[config.mk]
export PLATFORM = sky130hd
export DESIGN_NAME = sram_boot_loader
export DESIGN_NICKNAME = d
export VERILOG_FILES = /design/src/rtl/sram_boot_loader.sv
export SDC_FILE = /design/constraint.sdc
export NUM_CORES = 1
export LEC_CHECK = 0
export ABC_AREA = 1
export CAP_MARGIN = 20
export CORE_MARGIN = 5
export CORE_UTILIZATION = 55
export CTS_CLUSTER_DIAMETER = 40
export DETAILED_ROUTE_END_ITERATION = 10
export PLACE_DENSITY = 0.8
export SYNTH_ARGS = -nofsm -noshare
export SYNTH_HDL_FRONTEND = slang
export SYNTH_SLANG_ARGS = --single-unit
[constraint.sdc]
create_clock -name clk -period 4.2 [get_ports clk]
set_input_delay 0.42 -clock clk [delete_from_list [all_inputs] [get_ports clk]]
set_output_delay 0.42 -clock clk [all_outputs]
set_load 0.05 [all_outputs]
[src/rtl/sram_boot_loader.sv]
// Streams instruction words into the instruction SRAM and can verify them by read-back checksum.
// The core is held in reset until the image is loaded and, if enabled, verified.
module sram_boot_loader #(
  parameter int ADDR_WIDTH = 15,
  parameter int DATA_WIDTH = 32,
  parameter int CNT_WIDTH  = 16,
  parameter int RD_LAT     = 1
) (
  input  logic                  clk,
  input  logic                  reset,
  input  logic                  start,
  input  logic [ADDR_WIDTH-1:0] base_addr,
  input  logic [CNT_WIDTH-1:0]  word_count,
  input  logic [ADDR_WIDTH-1:0] pc_start,
  input  logic                  verify_en,
  input  logic                  in_valid,
  input  logic [DATA_WIDTH-1:0] in_data,
  output logic                  in_ready,
  output logic                  sram_en,
  output logic                  sram_sel,
  output logic                  sram_we,
  output logic [ADDR_WIDTH-1:0] sram_addr,
  output logic [DATA_WIDTH-1:0] sram_wdata,
  input  logic [DATA_WIDTH-1:0] sram_rdata,
  output logic                  cpu_reset,
  output logic [ADDR_WIDTH-1:0] pc_init,
  output logic                  busy,
  output logic                  done,
  output logic                  error
);

  typedef enum logic [2:0] {
    IDLE, WRITE, VFY_RD, VFY_WAIT, CHECK, DONE, FAIL
  } state_t;

  state_t                state, next_state;
  logic [ADDR_WIDTH-1:0] base_lat, pc_lat;
  logic [CNT_WIDTH-1:0]  cnt_lat, idx, rd_idx;
  logic                  verify_lat;
  logic [DATA_WIDTH-1:0] wr_sum, rd_sum;
  logic [RD_LAT-1:0]     rd_vld;
  logic                  start_ok;
  logic                  accept;

  assign start_ok  = start && (state == IDLE || state == DONE || state == FAIL);
  assign in_ready  = (state == WRITE) && (idx != cnt_lat);
  assign accept    = in_valid && in_ready;
  assign busy      = (state != IDLE) && (state != DONE);
  assign done      = (state == DONE);
  assign error     = (state == FAIL);
  assign cpu_reset = (state != DONE);

  // NOTE: every variable gets a default before the case so no latch is inferred.
  always_comb begin
    next_state = state;
    case (state)
      IDLE, DONE, FAIL: if (start) next_state = (word_count == '0) ? DONE : WRITE;
      WRITE:            if (idx == cnt_lat) next_state = verify_lat ? VFY_RD : DONE;
      VFY_RD:           if (rd_idx == cnt_lat) next_state = VFY_WAIT;
      VFY_WAIT:         if (rd_vld == '0) next_state = CHECK;
      CHECK:            next_state = (rd_sum == wr_sum) ? DONE : FAIL;
      default:          next_state = IDLE;
    endcase
  end

  // NOTE: sequential state uses non-blocking assignments so all registers update together.
  always_ff @(posedge clk) begin
    if (reset) state <= IDLE;
    else       state <= next_state;
  end

  always_ff @(posedge clk) begin
    if (reset) begin
      base_lat   <= '0;
      pc_lat     <= '0;
      cnt_lat    <= '0;
      verify_lat <= 1'b0;
      idx        <= '0;
      rd_idx     <= '0;
      wr_sum     <= '0;
      rd_sum     <= '0;
      rd_vld     <= '0;
      sram_en    <= 1'b0;
      sram_sel   <= 1'b0;
      sram_we    <= 1'b0;
      sram_addr  <= '0;
      sram_wdata <= '0;
      pc_init    <= '0;
    end else begin
      sram_en  <= 1'b0;
      sram_sel <= 1'b0;
      sram_we  <= 1'b0;
      // Tracks each outstanding read so its data is summed exactly RD_LAT cycles later.
      rd_vld   <= (rd_vld << 1) | RD_LAT'(sram_en & ~sram_we);

      if (start_ok) begin
        base_lat   <= base_addr;
        pc_lat     <= pc_start;
        cnt_lat    <= word_count;
        verify_lat <= verify_en;
        idx        <= '0;
        rd_idx     <= '0;
        wr_sum     <= '0;
        rd_sum     <= '0;
      end

      if (accept) begin
        sram_en    <= 1'b1;
        sram_sel   <= 1'b1;
        sram_we    <= 1'b1;
        sram_addr  <= base_lat + ADDR_WIDTH'(idx);
        sram_wdata <= in_data;
        idx        <= idx + 1'b1;
        wr_sum     <= wr_sum + in_data;
      end

      if (state == VFY_RD && rd_idx != cnt_lat) begin
        sram_en   <= 1'b1;
        sram_sel  <= 1'b1;
        sram_addr <= base_lat + ADDR_WIDTH'(rd_idx);
        rd_idx    <= rd_idx + 1'b1;
      end

      if (rd_vld[RD_LAT-1]) rd_sum <= rd_sum + sram_rdata;

      // A zero-length load reaches DONE straight from start, before pc_lat is valid.
      if (next_state == DONE) pc_init <= start_ok ? pc_start : pc_lat;
    end
  end

endmodule
==> summary by stage <==
GRT
Summed over all layers, the global routing overflow is 0. The number of antenna violations at the first check in global routing came to 0. Entering global routing, the biggest net connects 74 pins. The via count of the first global-routing pass came to 13700. The first-pass GRT wire length is 67700 um. Global routing consumed, over all layers together, 29.2% of the routing resources.

Placement
During placement, the flow inserted port buffers numbering 184. Including well taps, the total number of placed cells is 2532. Detailed placement finished with a half-perimeter wire length of 32000 um. OpenSTA, run right after detailed placement, puts the worst setup slack at 0.421 ns. The routability congestion estimate from global placement is 0.976. The area of placed instances is 0.0155 mm2.

STA
In the finished design, the share of the clock period the worst path needs comes to 88.0%. The worst path setup slack after routing is 0.503 ns. The max-slew headroom at the worst pin is 44.2%.

The final worst clock skew is 0.0106 ns. The clock period could shrink to 3.70 ns. The count of final hold-check violations is 0. The number of setup violations in the final report is 0. Derived from the worst setup path, the maximum achievable clock frequency is 0.271 GHz. Setup repair after global routing left no endpoint under its margin. The count of final max-slew check failures is 0.

The actual transition at the worst max-transition pin is 0.837 ns. Summed over all failing endpoints, the final setup total negative slack is 0 ns.

Route
The post-detailed-route DRC marker count is 0. The final layout contains routed wiring with a total length of 42100 um. Dividing the detail-routed via count by the number of cells gives 5.53. The number of design-rule violations left by the first detailed-router iteration is 965.

The number of iterations in the first detailed-routing pass is 5. The detailed-route wire length per cell is 16.3 um. The via count is 14300. The count of nets left with antenna violations once routing finished came out at 0.

Final layout
From synthesis to final layout, the design area changed by 22.9%. Of the cells placed in the final design, the portion with a size suffix greater than 1 is 4.73%. The net count of the finished layout is 2438. The repair_antennas step left the layout with diodes totalling 0. The finished cells cover 0.0165 mm2. The post-layout instance count excluding filler cells is 2588. The utilization after layout is 68.4%.

Clock network
The clock network latency to the later pin of the worst-skew pair is 0.55 ns. The number of clock sinks is 211. The root buffer cell chosen for the clock tree is clkbuf_16.

After clock tree synthesis, the flow added hold-fix buffers numbering 0. The number of setup buffers added after CTS is 0. The maximum buffer depth of the clock tree is 3.

The number of buffers created by CTS is 30. In this run the number of H-tree levels came out at 1. The number of cells upsized or downsized after cts is 0. TritonCTS built the clock tree. The CTS clock-pin slew for the worst setup and hold paths is 0.06 ns.

Outcome
The flow ran to the end, and the final reports show no timing, DRC or antenna violations.

Synth
The number of storage elements in the synthesis netlist is 211. The number of distinct standard cells referenced by the synthesized netlist is 45. The number of nets in the synthesized netlist is 2275. Averaged over all synthesized cells, the footprint is 6.48 um2.

The async set or reset register ratio after synthesis is 0%. For this run, the leading register cell type out of synthesis is dfxtp_1. Synthesis produced a netlist whose cell count is 2077. The share of the yosys chip area belonging to registers is 31.4%. The Yosys step of the flow raised 0 warnings. The area of the mapped netlist is 0.0135 mm2. Yosys mapped a number of flops with a built-in enable equal to 0.

Pwr
The cell-internal power is 4.25 mW. Per report_power, the sequential group accounts for 35.5% of the total. In this run switching power makes up 32.4% of total power. Power spread over the standard cell area amounts to 380 mW/mm2. In this run the power spent charging and discharging nets is 2.04 mW. The leakage power summed over all cells is 7.23 nW. The combinational share of power is 22.3%.

The clock network accounts for 42.2% of the total power. IR analysis of the VDD net gives a maximum drop of 0.300 mV.

Worst setup path
The sort of element at the end of the critical path is a flop. Data on the critical path is required at its endpoint by 4.65 ns. The signal on the critical path passes through inv_1 -> nand2_1 -> nand2_1 -> nor2_1 -> nand2_1 -> nor2_1 -> nand2_1 -> nand2_2 -> inv_2 -> o21ai_0 -> inv_1 -> ha_1 -> fa_1 -> nand3_1 -> nand2_1 -> a21boi_0 -> inv_1 -> a21oi_1 -> inv_1 -> nand3_1 -> nand3_1 -> nand2_1 -> inv_1. The cell with the largest stage delay on the worst path is dfxtp_1. The largest driver fanout on the critical path is 13.

The most numerous cell type found on the critical path is nand2_1. The arrival time of the worst setup path is 4.14 ns. Counting both buffers and inverters, the worst setup path holds a total of 6. In this design, the largest share of critical-path delay is due to simple AND/OR/NAND/NOR gates. On the worst path, the slowest cell contributes a delay of 0.43 ns. The class of the most critical setup path is reg -> reg. The sort of element at the start of the critical path is a flop.

In this run the register-to-register setup slack is 0.50 ns.

Floorplanning
The initial utilization of the core area, before any placement, comes to 55.7%. Row generation in the floorplan step produced 57 rows. The placeable core area is 0.0242 mm2. The die covers 0.0277 mm2. The die is 166 um tall. During I/O placement, the number of pins put on the boundary was 185. The die is 166 um wide.

Hold path
The path class of the lowest-slack min-delay path is in -> reg.

Flow run
The max capacitance violation total is 0.
## state kept, by name (all words and copies together) (netlist names)
name	cells
rd_vld	1
sram_wdata	32
pc_lat	15
rd_idx	16
cnt_lat	16
rd_sum	32
sram_addr	15
state	3
base_lat	15
pc_init	15
idx	16
wr_sum	32
verify_lat	1
sram_we	1
sram_sel	1
## final cells by class
type                    count  area, um2
inverters                 149        567
fillers                  2170       7630
well taps                 324        405
clock buffers              37        838
flip-flops and latches    211       4220
repair buffers            199       1950
clock inverters            19        228
multi-input cells        1649       8330
## cells in the mapped netlist (20+ instances only)
master,instances,share of area [%]
a21oi_1,234,8.7
ha_1,80,7.4
buf_2,20,0.74
xnor2_1,36,2.3
clkbuf_1,34,0.95
dfxtp_1,211,31
o21ai_0,155,5.8
nor2_1,315,8.8
nand2_1,543,15
nor3_1,22,0.82
nand3b_1,20,1.1
nand3_1,122,4.5
inv_1,138,3.8
## power by group through the flow
stage                     sequential, mW  combinational, mW  clock [mW]
after global placement              2.27               1.37           0
after detailed placement            2.27               1.38           0
final                               2.24               1.40        2.65
after global routing                2.25               1.53        2.77
after CTS                           2.23               1.40        2.67
after floorplan                     2.43              0.762           0
## path summary, 6_finish.rpt
path / from / end / cells past startpoint
setup / recovery: rd_idx[7]$_SDFFE_PP0P_ / sram_addr[14]$_SDFFE_PP0P_ / 23
hold reg to reg: sram_we$_SDFF_PP0_ / rd_vld$_SDFF_PP0_ / 1
setup reg to reg: rd_idx[7]$_SDFFE_PP0P_ / sram_addr[14]$_SDFFE_PP0P_ / 23
hold / removal: reset / pc_lat[7]$_SDFF_PP0_ / 2
## through the flow
stage	hold WS [ns]	power, mW
final	0.308	6.29
after global routing	0.300	6.55
after CTS	0.284	6.30
after detailed placement	0.434	3.66
after global placement	0.437	3.64
after floorplan	0.445	3.19
## cells in the final DEF, fill, tap and decap left out, types with 36 or more instances in the layout
cell,n
inv_1,138
ha_1,80
nand3_1,122
nor2_1,314
o21ai_0,155
dfxtp_1,211
xnor2_1,36
clkdlybuf4s50_1,183
a21oi_1,234
nand2_1,542
## metal layers
| layer | global-route usage, % | share of wire [%] | vias to the layer above |
|---|---|---|---|
| met5 | 0 | 0 | - |
| met4 | 10.1 | 3.7 | 0 |
| met3 | 3.72 | 5.7 | 98 |
| met2 | 54.2 | 50 | 461 |
| met1 | 34.5 | 40 | 6553 |
| li1 | - | - | 7212 |
## cell families (layout without fill, tap and decap cells)
kind of cell | Yosys count | in the layout | share of synthesized area, %
AOI/OAI and AO/OA | 432 | 432 | 16.8
xor gates and xnor gates | 51 | 51 | 3.32
adders and majority gates | 83 | 83 | 7.88
buffers and inverters | 217 | 404 | 6.78
DFF | 211 | 211 | 31.4
muxes | 15 | 15 | 1.12
and+or+nand+nor | 1068 | 1068 | 32.7
No activity file was read; power rests on OpenSTA's default activity.
